===== src/rtl/crossbar4_req_responder_if.sv =====
// ---------------------------------------------------------------------------
// crossbar4_req_responder_if
// Request/acknowledge bundle between the four crossbar request sources
// (master side) and the round-robin responder (slave side).
// ---------------------------------------------------------------------------
interface crossbar4_req_responder_if;

    logic [3:0] req;         // per-port request level
    logic [3:0] ack;         // per-port acknowledge, one-hot or zero
    logic [1:0] grant_id;    // current or last granted port
    logic       busy;        // responder is not idle
    logic [3:0] port_reset;  // one-cycle abort pulse to a timed-out port

    // Request sources drive req and watch everything else.
    modport master (
        output req,
        input  ack,
        input  grant_id,
        input  busy,
        input  port_reset
    );

    // The responder samples req and drives the handshake outputs.
    modport slave (
        input  req,
        output ack,
        output grant_id,
        output busy,
        output port_reset
    );

endinterface : crossbar4_req_responder_if


===== src/rtl/crossbar4_req_responder.sv =====
// ---------------------------------------------------------------------------
// crossbar4_req_responder
// Responder end of the 4-port crossbar req/ack handshake. Grants one port at
// a time, round-robin, and aborts a port that holds its grant for HOLD_MAX
// cycles by pulsing its port_reset line.
//
// Optional build macro: CROSSBAR_RESP_STATS_EN
//   When defined, adds grant_cnt (completed grants per port) and abort_cnt
//   (timeout aborts) saturating statistics outputs.
//
// Parameters:
//   HOLD_MAX - cycles ack may stay high before abort; 0 disables the timeout.
//              A value above 2**CNT_W can never be reached by the saturating
//              hold counter, which also leaves the timeout inactive.
//   CNT_W    - width of the hold counter and of each statistics counter.
// ---------------------------------------------------------------------------
module crossbar4_req_responder #(
    parameter int unsigned HOLD_MAX = 64,
    parameter int unsigned CNT_W    = 8
) (
    input  logic                      clk,
    input  logic                      hard_reset,
    crossbar4_req_responder_if.slave  bus
`ifdef CROSSBAR_RESP_STATS_EN
    ,
    output logic [4*CNT_W-1:0]        grant_cnt,
    output logic [CNT_W-1:0]          abort_cnt
`endif
);

    // -----------------------------------------------------------------------
    // Types and constants
    // -----------------------------------------------------------------------
    typedef enum logic [1:0] {
        IDLE    = 2'd0,
        GRANT   = 2'd1,
        RELEASE = 2'd2,
        ABORT   = 2'd3
    } state_e;

    localparam bit               TIMEOUT_EN = (HOLD_MAX != 0);
    // Last hold count value at which the grant is still legal.
    localparam int unsigned      HOLD_LAST  = TIMEOUT_EN ? HOLD_MAX - 1 : 0;
    localparam logic [CNT_W-1:0] CNT_MAX    = '1;

    // -----------------------------------------------------------------------
    // State
    // -----------------------------------------------------------------------
    state_e           state_q,      state_d;
    logic [3:0]       ack_q,        ack_d;
    logic [1:0]       grant_id_q,   grant_id_d;
    logic             busy_q,       busy_d;
    logic [3:0]       port_reset_q, port_reset_d;
    logic [1:0]       rr_ptr_q,     rr_ptr_d;
    logic [CNT_W-1:0] hold_cnt_q,   hold_cnt_d;

    // Arbitration result and handshake events.
    logic             win_valid;
    logic [1:0]       win_id;
    logic             owner_req;
    logic             hold_at_last;
    logic             grant_done;   // entering RELEASE this cycle
    logic             abort_start;  // entering ABORT this cycle

    // -----------------------------------------------------------------------
    // Round-robin winner: first requesting port scanning upward from rr_ptr.
    // -----------------------------------------------------------------------
    always_comb begin
        win_valid = 1'b0;
        win_id    = rr_ptr_q;
        // Scan from the farthest offset down so the nearest requester wins.
        for (int i = 3; i >= 0; i--) begin
            if (bus.req[rr_ptr_q + 2'(i)]) begin
                win_valid = 1'b1;
                win_id    = rr_ptr_q + 2'(i);
            end
        end
    end

    // Request line of the port currently holding (or last holding) the grant.
    assign owner_req    = bus.req[grant_id_q];
    assign hold_at_last = TIMEOUT_EN && (32'(hold_cnt_q) == HOLD_LAST);

    // -----------------------------------------------------------------------
    // Next-state and registered-output decode.
    // -----------------------------------------------------------------------
    always_comb begin
        // NOTE: every signal gets a default before the case so that no path
        // leaves a combinational output unassigned and infers a latch.
        state_d      = state_q;
        ack_d        = ack_q;
        grant_id_d   = grant_id_q;
        port_reset_d = '0;
        rr_ptr_d     = rr_ptr_q;
        hold_cnt_d   = hold_cnt_q;
        grant_done   = 1'b0;
        abort_start  = 1'b0;

        unique case (state_q)
            IDLE: begin
                if (win_valid) begin
                    state_d    = GRANT;
                    ack_d      = 4'b0001 << win_id;
                    grant_id_d = win_id;
                    hold_cnt_d = '0;
                end
            end

            GRANT: begin
                if (!owner_req) begin
                    // Normal completion, including a req that fell while
                    // ack was rising.
                    state_d    = RELEASE;
                    ack_d      = '0;
                    grant_done = 1'b1;
                end else if (hold_at_last) begin
                    state_d      = ABORT;
                    ack_d        = '0;
                    port_reset_d = 4'b0001 << grant_id_q;
                    abort_start  = 1'b1;
                end else if (hold_cnt_q != CNT_MAX) begin
                    hold_cnt_d = hold_cnt_q + 1'b1;
                end
            end

            RELEASE: begin
                // Mandatory ack-low cycle; no arbitration here.
                state_d  = IDLE;
                rr_ptr_d = grant_id_q + 2'd1;
            end

            ABORT: begin
                // Stay blocked until the aborted port lets go of req.
                if (!owner_req) begin
                    state_d  = IDLE;
                    rr_ptr_d = grant_id_q + 2'd1;
                end
            end

            default: begin
                state_d = IDLE;
                ack_d   = '0;
            end
        endcase

        busy_d = (state_d != IDLE);
    end

    // -----------------------------------------------------------------------
    // State and output registers with synchronous reset.
    // -----------------------------------------------------------------------
    always_ff @(posedge clk) begin
        // NOTE: sequential state uses non-blocking assignments so every
        // register samples the pre-edge values of the others.
        if (hard_reset) begin
            state_q      <= IDLE;
            ack_q        <= '0;
            grant_id_q   <= '0;
            busy_q       <= 1'b0;
            port_reset_q <= '0;
            rr_ptr_q     <= '0;
            hold_cnt_q   <= '0;
        end else begin
            state_q      <= state_d;
            ack_q        <= ack_d;
            grant_id_q   <= grant_id_d;
            busy_q       <= busy_d;
            port_reset_q <= port_reset_d;
            rr_ptr_q     <= rr_ptr_d;
            hold_cnt_q   <= hold_cnt_d;
        end
    end

    assign bus.ack        = ack_q;
    assign bus.grant_id   = grant_id_q;
    assign bus.busy       = busy_q;
    assign bus.port_reset = port_reset_q;

`ifdef CROSSBAR_RESP_STATS_EN
    // -----------------------------------------------------------------------
    // Optional statistics: completed grants per port and abort count.
    // -----------------------------------------------------------------------
    logic [CNT_W-1:0] grant_cnt_q [4];
    logic [CNT_W-1:0] abort_cnt_q;

    // Saturating counters, bumped on entry to RELEASE / ABORT.
    always_ff @(posedge clk) begin
        if (hard_reset) begin
            // NOTE: this small register array is reset explicitly because the
            // counts must read zero after hard_reset; large storage arrays
            // would normally be left unreset.
            for (int i = 0; i < 4; i++) begin
                grant_cnt_q[i] <= '0;
            end
            abort_cnt_q <= '0;
        end else begin
            if (grant_done && (grant_cnt_q[grant_id_q] != CNT_MAX)) begin
                grant_cnt_q[grant_id_q] <= grant_cnt_q[grant_id_q] + 1'b1;
            end
            if (abort_start && (abort_cnt_q != CNT_MAX)) begin
                abort_cnt_q <= abort_cnt_q + 1'b1;
            end
        end
    end

    for (genvar g = 0; g < 4; g++) begin : g_grant_cnt
        assign grant_cnt[g*CNT_W +: CNT_W] = grant_cnt_q[g];
    end

    assign abort_cnt = abort_cnt_q;
`endif

    // -----------------------------------------------------------------------
    // Handshake invariants.
    // -----------------------------------------------------------------------
    a_ack_onehot0 : assert property (
        @(posedge clk) disable iff (hard_reset) $onehot0(bus.ack));

    a_prst_onehot0 : assert property (
        @(posedge clk) disable iff (hard_reset) $onehot0(bus.port_reset));

    a_prst_single : assert property (
        @(posedge clk) disable iff (hard_reset)
        (bus.port_reset != 4'b0000) |=> (bus.port_reset == 4'b0000));

    a_ack_prst_excl : assert property (
        @(posedge clk) disable iff (hard_reset)
        !((bus.ack != 4'b0000) && (bus.port_reset != 4'b0000)));

endmodule : crossbar4_req_responder


===== src/flat_wrapper.sv =====
// flat-port wrapper written by rule: the top's interface ports become plain ports
module crossbar4_req_responder_flat 
#(
    parameter int unsigned HOLD_MAX = 64,
    parameter int unsigned CNT_W    = 8
)
  (clk, hard_reset, bus_req, bus_ack, bus_grant_id, bus_busy, bus_port_reset);
  crossbar4_req_responder_if bus_i ();
  input  logic clk;
  input  logic hard_reset;
  input wire logic [$bits(bus_i.req)-1:0] bus_req;
  output wire logic [$bits(bus_i.ack)-1:0] bus_ack;
  output wire logic [$bits(bus_i.grant_id)-1:0] bus_grant_id;
  output wire logic [$bits(bus_i.busy)-1:0] bus_busy;
  output wire logic [$bits(bus_i.port_reset)-1:0] bus_port_reset;
  assign bus_i.req = bus_req;
  assign bus_ack = bus_i.ack;
  assign bus_grant_id = bus_i.grant_id;
  assign bus_busy = bus_i.busy;
  assign bus_port_reset = bus_i.port_reset;
  crossbar4_req_responder #(.HOLD_MAX(HOLD_MAX), .CNT_W(CNT_W)) u_core (.clk(clk), .hard_reset(hard_reset), .bus(bus_i));
endmodule

===== config.mk =====
export PLATFORM = sky130hd
export DESIGN_NAME = crossbar4_req_responder_flat
export DESIGN_NICKNAME = d
export VERILOG_FILES = /design/src/rtl/crossbar4_req_responder_if.sv /design/src/rtl/crossbar4_req_responder.sv /design/src/flat_wrapper.sv
export SDC_FILE = /design/constraint.sdc
export NUM_CORES = 1
export LEC_CHECK = 0
export CAP_MARGIN = 0
export CORE_ASPECT_RATIO = 1.25
export CORE_MARGIN = 5
export CORE_UTILIZATION = 30
export DETAILED_ROUTE_END_ITERATION = 10
export GPL_TIMING_DRIVEN = 1
export MAX_ROUTING_LAYER = met4
export PLACE_DENSITY = 0.52
export SYNTH_ARGS = -nofsm -noshare
export SYNTH_HDL_FRONTEND = slang
export SYNTH_SLANG_ARGS = --single-unit

===== constraint.sdc =====
create_clock -name clk -period 2.5 [get_ports clk]
set_input_delay 0.5 -clock clk [delete_from_list [all_inputs] [get_ports clk]]
set_output_delay 0.5 -clock clk [all_outputs]
set_load 0.05 [all_outputs]

==> results, run 1 <==
- The flow ran to the end, and the final reports show no timing, DRC or antenna violations.
- For the final routed database, the setup TNS stands at 0 ns.
- STA classifies the critical path startpoint as a flop.
- TritonCTS built the clock tree.
- The source-to-sink clock delay at the later pin of the worst-skew pair is 0.26 ns.
- The fraction of the cycle the final worst path needs is 0.842.
- The number of max-capacitance violations reported is 0.
- The critical path arrival is roughly 1.6 ns.
- The fraction of layout instances using a drive strength above 1 is 0.101.
- The final-report hold violation count is 0.
- The type of destination of the critical path is an output pin.
- After filler insertion, the fill cell instance count of the layout stands at ~420.
- The routed layout has around 1,000 vias.
- Leaving out fill and tap cells, the most frequent cell in the layout is sky130_fd_sc_hd__dfxtp_1.
- The post-synthesis instance area is ~1200 sq um.
- The worst-case IR drop observed on VDD is ~210 uV.
- The routed length on met1 is about 1200 microns.
- The net count of the mapped netlist is 137.
- The growth of design area from synthesis to finish is 22.7%.
- In this run, synthesis produced a sequential element count of 23.
- The number of buffers added by the clock tree synthesis step is 3.
- In this run the horizontal extent of the chip is 67.0 microns.
- The clock transition at the register clock pins on the worst setup and hold paths after CTS is roughly 0.08 ns.
- The first global-routing pass estimated between 4000 and 5000 microns of wire.
- At the pin with the least slew margin, the transition time is between 0.6 and 0.7 ns.
- The detail route stage leaves a number of antenna-violating nets equal to 0.
- The dominant register cell in the synthesized netlist is sky130_fd_sc_hd__dfxtp_1.
- Traced cell by cell, the critical path runs through clkdlybuf4s50_1.
- The total global routing track utilization is 0.113.
- The first-pass detailed-route iteration total is 4.
- A synthesized cell averages approximately 9.4 sq um.
- The worst hold path belongs to the class flop to flop.
- The power density over the cells is 556 nW/um^2.
- Setup repair after global routing left no endpoint under its margin.
- The via count of the first global-routing pass was 1,021.
- The fraction of the core area covered by cells at the end of the flow is 0.373.
- The critical path class is flop to output pin.
- Buffers placed on the I/O ports in this run total 16.
- Together, buffers and inverters on the worst path number 1.
- The proportion of register bits with asynchronous set or reset after synthesis is 0.
- Wire segments on met2 add up to approximately 1300 microns in the final route.
- The highest layer touched by signal routing is met4.
- The top cell types in the final layout, fill and taps aside, are sky130_fd_sc_hd__dfxtp_1, sky130_fd_sc_hd__clkdlybuf4s50_1, sky130_fd_sc_hd__nand2_1.
- The total area inside the core boundary comes to 4000 sq um.
- The final count of negative-setup-slack endpoints is 0.
- The clock drives 23 sinks.
- In this run the deepest clock path goes through 2 buffers.
- The family of cells with the greatest summed delay on the critical path is buffers and inverters.
- The number of top-level pins is 17.
- For this run the aggregate overflow at the end of global routing stands at 0.
- The final critical-path required period is ~2.1 ns.
- The number of hold buffers added after CTS is 0.
- The clock tree skew after final layout is approximately 0.0046 ns.
- The number of design-rule violations left by the first detailed-router iteration is 39.
- The cell at the root of the clock tree is sky130_fd_sc_hd__clkbuf_8.
- For this run, the register share of the synthesized area comes to 0.379.
- The maximum level of the CTS H-tree is 1.
- The pin count of the biggest net entering global routing is 14.
- The number of flops mapped to enable cells by yosys is 0.
- The initial standard-cell utilization of the core is 0.304.
- The detail-routed net length per standard cell is 12.7 microns.
- The post-CTS setup repair buffer count is 0.
- In this run the worst path has a maximum fanout of 7.
- Measured against its own limit, the worst slew margin works out to 0.583.
- The post-cts resize count is 0.
- The number of antenna violations at the first check in global routing is 0.
- The height of the die is just over 80 microns.
- The Yosys warning count is 0.
- The count of different cell masters after synthesis is 42.
- The repair_antennas step left the layout with diodes totalling 0.
- Synthesis produced 130 cells.
- The number of remaining DRC errors is 0.
- In the detailed route, the total length drawn on met3 is about 81 microns.
- At the worst endpoint, the required time is approximately 2.0 ns.
- The cell row count is 26.
- The vias per cell is 4.92.
- On the worst path, the slowest cell contributes a delay of around 0.86 ns.
- At the end of routability-driven placement, the weighted congestion stood at around 0.8.
- The post-DP HPWL is 2070 microns.
- The final layout net count is 157.
- The sum of routed wire length over all layers is between 2000 and 3000 microns.
- The area of the die is about 5400 sq um.
- The number of slew-limit violations in the final report was 0.
- The static leakage is 0.485 nW.
- The worst-path cell with the longest stage delay is sky130_fd_sc_hd__clkdlybuf4s50_1.
- The highest clock rate is approximately 480 MHz.
-- layer usage --
layer	global-route usage	vias to the layer above
li1	-	521
met1	0.134	467
met2	0.189	15
met3	0.0207	5
met4	0.0426	0
met5	-	-
-- kinds of logic after synthesis --
family,Yosys count,share of synthesized area
AND/OR/NAND/NOR,53,0.235
multiplexers,8,0.0761
AO/OA/AOI/OAI,33,0.250
adder cells (fa/ha/maj),1,0.0103
buffers and inverters,10,0.0360
flip-flops,23,0.379
XOR/XNOR,2,0.0144
-- stage by stage --
step	hold slack, ns	cell area, sq um	power [mW]	setup slack, ns	cells
floorplan	0.452	1220	0.555	0.477	130
global placement	0.452	1450	0.612	0.180	201
detailed placement	0.456	1450	0.615	0.138	201
CTS	0.482	1490	0.840	0.385	205
global route	0.484	1490	0.876	0.322	205
finish	0.475	1490	0.830	0.395	205
-- synth_stat cells, types with 2 or more instances --
cell,n,share of area
sky130_fd_sc_hd__a32o_1,2,0.016
sky130_fd_sc_hd__o2bb2ai_1,2,0.014
sky130_fd_sc_hd__nor2_1,7,0.022
sky130_fd_sc_hd__dfxtp_1,23,0.38
sky130_fd_sc_hd__a21oi_1,7,0.029
sky130_fd_sc_hd__nand2_1,13,0.040
sky130_fd_sc_hd__o31ai_1,2,0.012
sky130_fd_sc_hd__mux2i_1,7,0.058
sky130_fd_sc_hd__nand3_1,4,0.016
sky130_fd_sc_hd__o21ai_0,3,0.012
sky130_fd_sc_hd__buf_2,2,0.0082
sky130_fd_sc_hd__a21oi_2,2,0.014
sky130_fd_sc_hd__inv_1,6,0.019
sky130_fd_sc_hd__nor3_1,6,0.025
sky130_fd_sc_hd__a2111oi_4,2,0.045
sky130_fd_sc_hd__nor2b_1,4,0.021
sky130_fd_sc_hd__nand2b_1,8,0.041
sky130_fd_sc_hd__a211oi_1,4,0.025
sky130_fd_sc_hd__and3_1,2,0.010
sky130_fd_sc_hd__nor4_1,2,0.010
-- final cells by class --
cell class	instances	area [sq um]	share of cell area
Clock buffer	4	45.0	0.0302
Inverter	6	22.5	0.0151
Multi-Input combinational cell	97	712	0.477
Sequential cell	23	460	0.308
Tap cell	56	70.1	0.0469
Timing Repair Buffer	19	183	0.122
-- flip-flops by register name, indices dropped and copies added (netlist names) --
| register | flops |
|---|---|
| u_core.hold_cnt_q | 8 |
| u_core.bus.ack | 4 |
| u_core.bus.busy | 1 |
| u_core.state_q | 2 |
| u_core.bus.grant_id | 2 |
| u_core.bus.port_reset | 4 |
| u_core.rr_ptr_q | 2 |
-- worst paths after layout --
check | startpoint | slack (ns) | to | cells past startpoint
max | u_core.bus.grant_id[0] | 0.40 | bus_grant_id[0] | 1
min | u_core.bus.ack[0] | 0.48 | u_core.bus.ack[0] | 1
max reg2reg | u_core.bus.grant_id[0] | 0.72 | u_core.bus.ack[3] | 4
min reg2reg | u_core.bus.ack[0] | 0.48 | u_core.bus.ack[0] | 1
-- power breakdown --
group | internal, mW | leakage, nW | switching [mW]
clock | 0.114 | 0.0228 | 0.111
combinational | 0.0740 | 0.275 | 0.121
sequential | 0.384 | 0.187 | 0.0261
Note: power is estimated with default switching activity, not from simulation.
==> inputs of run 2 (changes only) <==
- clock period: 2.5 -> 2.05 ns (I/O delays scaled with it)
==> run 2 against run 1 <==
Net effect: final cell count rose by 4.4%; setup slack got worse by 0.24 ns; hold slack barely moved; utilization rose by 1.9 points; first-iteration DRC count fell by 41%; design area rose by 5.1%; critical endpoint is now u_core.bus.ack[2]; largest power group unchanged.
==> results, run 2 (synthesis gave the netlist of run 1 again) <==
- Run status: complete, no violations (unchanged).
- The worst vdd rail ir drop is 334 uV (was 214 uV).
- The nature of the critical path startpoint is an input port (was flop).
- The number of top-level pins is 17 (unchanged).
- The final layout net count is 166 (was 157).
- The overall power is 1.04 mW (was 830 uW).
- The reg-to-reg setup timing slack came to 0.29 ns (was 0.72 ns).
- The maximum clock insertion buffer count came to 2 (unchanged).
- The fraction of the core area covered by cells at the end of the flow came to 0.392 (was 0.373).
- The remaining global-route overflow is 0 (unchanged).
- The relative slew slack is 0.587 (was 0.583).
- The number of flip-flops under the largest register name is 8 (unchanged).
- The number of routed nets with antenna violations is 0 (unchanged).
- The final count of negative-setup-slack endpoints is 0 (unchanged).
- The type of destination of the critical path is a flop (was output pin).
- The via count of the first global-routing pass is 1,070 (was 1,021).
- The final instance area came to 1570 sq um (was 1490 sq um).
- The post-CTS setup repair buffer count came to 0 (unchanged).
- Based on the critical path, the design can be clocked at up to around 530 MHz.
- The number of slew-limit violations in the final report is 0 (unchanged).
- The critical path class is input port to flop (was flop to output pin).
- The vias per cell is 4.93 (was 4.92).
- The required time of the critical path came to 2.21 ns (was 2.00 ns).
- The post-cts resize count is 0 (unchanged).
- The clock tree from TritonCTS is yes (unchanged).
- The floorplan core area is 4000 sq um (unchanged).
- The static leakage is 0.535 nW (was 0.485 nW).
- The clock tree skew after final layout is 0.00446 ns (was 0.00458 ns).
- The number of antenna violations at the first check in global routing came to 0 (unchanged).
- The initial standard-cell utilization of the core is 0.304 (unchanged).
- The wire length of the first global-routing pass is 4860 microns (was 4640 microns).
- The path type of the worst min-delay path was flop to flop (unchanged).
- The fraction of met3 tracks used by global routing is 0.0221 (was 0.0207).
- The critical path arrival is 2.05 ns (was 1.60 ns).
- The fraction of met1 tracks used by global routing is 0.136 (was 0.134).
- The least setup slack across all paths after layout is 0.160 ns (was 0.395 ns).
- The number of max-capacitance violations reported is 0 (unchanged).
- The cell row count is 26 (unchanged).
- The placer's final routability congestion estimate came to 0.796 (was 0.812).
- The cell at the root of the clock tree is sky130_fd_sc_hd__clkbuf_8 (unchanged).
- The sum of routed wire length over all layers came to 2800 microns (was 2610 microns).
- The detail-routed net length per standard cell was 13.1 microns (was 12.7 microns).
- The power density over the cells came to 663 nW/um^2 (was 556 nW/um^2).
- The number of buffers added by the clock tree synthesis step was 3 (unchanged).
- The first-pass detailed-route iteration total is 4 (unchanged).
- The total global routing track utilization is 0.119 (was 0.113).
- The instance area after placement is 1520 sq um (was 1450 sq um).
- The largest driver fanout on the critical path came to 4 (was 7).
- The maximum level of the CTS H-tree is 1 (unchanged).
- The most frequent standard cell in the layout excluding fill and tap cells was sky130_fd_sc_hd__dfxtp_1 (unchanged).
- Leading cell types in the layout, fill and taps excluded: sky130_fd_sc_hd__dfxtp_1, sky130_fd_sc_hd__clkdlybuf4s50_1, sky130_fd_sc_hd__nand2_1, sky130_fd_sc_hd__buf_4, sky130_fd_sc_hd__nand2b_1 (was sky130_fd_sc_hd__dfxtp_1, sky130_fd_sc_hd__clkdlybuf4s50_1, sky130_fd_sc_hd__nand2_1).
- RSZ-0062 raised after global routing: false (unchanged).
- The met2 routing resource usage after global routing is 0.210 (was 0.189).
- The count of placed standard cells in the final layout, fillers left out is 214 (was 205).
- Dividing the final minimum period by the clock period gives 0.922.
- The number of remaining DRC errors is 0 (unchanged).
- The fraction of layout instances using a drive strength above 1 came to 0.165 (was 0.101).
- The transition time at the pin with the least slew margin is 0.619 ns (was 0.624 ns).
- The number of clock sinks is 23 (unchanged).
- The total number of vias is 1,055 (was 1,008).
- The register name with the most flops was u_core.hold_cnt_q (unchanged).
- The growth of design area from synthesis to finish is 29.0% (was 22.7%).
- The area of the die is 5440 sq um (unchanged).
- The final critical-path required period is between 1.5 and 2 ns.
- The highest-utilization routing layer at the global route stage is met2 (unchanged).
- The post-placement cell count was 210 (was 201).
- The count of antenna diodes in the layout is 0 (unchanged).
- The minimum setup slack after placement came to -0.253 ns (was 0.138 ns).
- The clock transition at the register clock pins on the worst setup and hold paths after CTS is 0.08 ns (about the same).
- The pin count of the biggest net entering global routing came to 14 (unchanged).
- The height of the die is 81.2 microns (unchanged).
- The number of design-rule violations left by the first detailed-router iteration is 23 (was 39).
- The horizontal die dimension is 67.0 microns (unchanged).
- The final-report hold violation count is 0 (unchanged).
- The source-to-sink clock delay at the later pin of the worst-skew pair is 0.26 ns (about the same).
- The number of hold buffers added after CTS is 0 (unchanged).
- The count of port buffers added during placement was 16 (unchanged).
- The post-DP HPWL was 2260 microns (was 2070 microns).
## run 2: cell count changes in the layout (fill, tap and decap cells not counted)
cell | previous run | this run
sky130_fd_sc_hd__clkdlybuf4s50_1 | 16 | 14
sky130_fd_sc_hd__a2111oi_0 | 1 | 0
sky130_fd_sc_hd__buf_4 | 3 | 13
sky130_fd_sc_hd__a2111oi_1 | 0 | 1
sky130_fd_sc_hd__buf_12 | 0 | 1
## run 2: critical path, stage by stage
cell and delay [ns]:
sky130_fd_sc_hd__clkdlybuf4s50_1 0.45, sky130_fd_sc_hd__buf_4 0.16, sky130_fd_sc_hd__nor2b_1 0.14, sky130_fd_sc_hd__a2111oi_1 0.42, sky130_fd_sc_hd__buf_4 0.19, sky130_fd_sc_hd__nor2_1 0.05, sky130_fd_sc_hd__a32o_1 0.22
## run 2: final cells by class
cell class / instances / area [sq um]
fillers: 418 / 2430
inverters: 6 / 22.5
multi-input cells: 97 / 713
repair buffers: 28 / 258
clock buffers: 4 / 45.0
flip-flops and latches: 23 / 460
well taps: 56 / 70.1
## run 2: per-stage QoR
step / hold slack [ns] / TNS, ns
CTS: 0.478 / 0
detailed placement: 0.447 / -1.57
global route: 0.501 / 0
floorplan: 0.452 / 0
global placement: 0.449 / -1.11
finish: 0.476 / 0
## run 2: per-layer routing
layer | share of wire | routed length [microns] | vias up
met5 | 0 | 0 | -
met4 | 0.011 | 30 | 0
met3 | 0.022 | 62 | 4
met2 | 0.53 | 1490 | 15
met1 | 0.43 | 1210 | 499
li1 | - | - | 537
## run 2: worst paths after layout
path,from,endpoint,cells past startpoint
max,bus_req[2],u_core.bus.ack[2],7
min,u_core.bus.ack[0],u_core.bus.ack[0],1
max reg2reg,u_core.hold_cnt_q[0],u_core.bus.ack[2],5
min reg2reg,u_core.bus.ack[0],u_core.bus.ack[0],1
## run 2: report_power, final
part | internal (mW) | total, mW | switching, mW
logic | 0.110 | 0.266 | 0.156
clock network | 0.139 | 0.277 | 0.139
registers | 0.468 | 0.498 | 0.0295
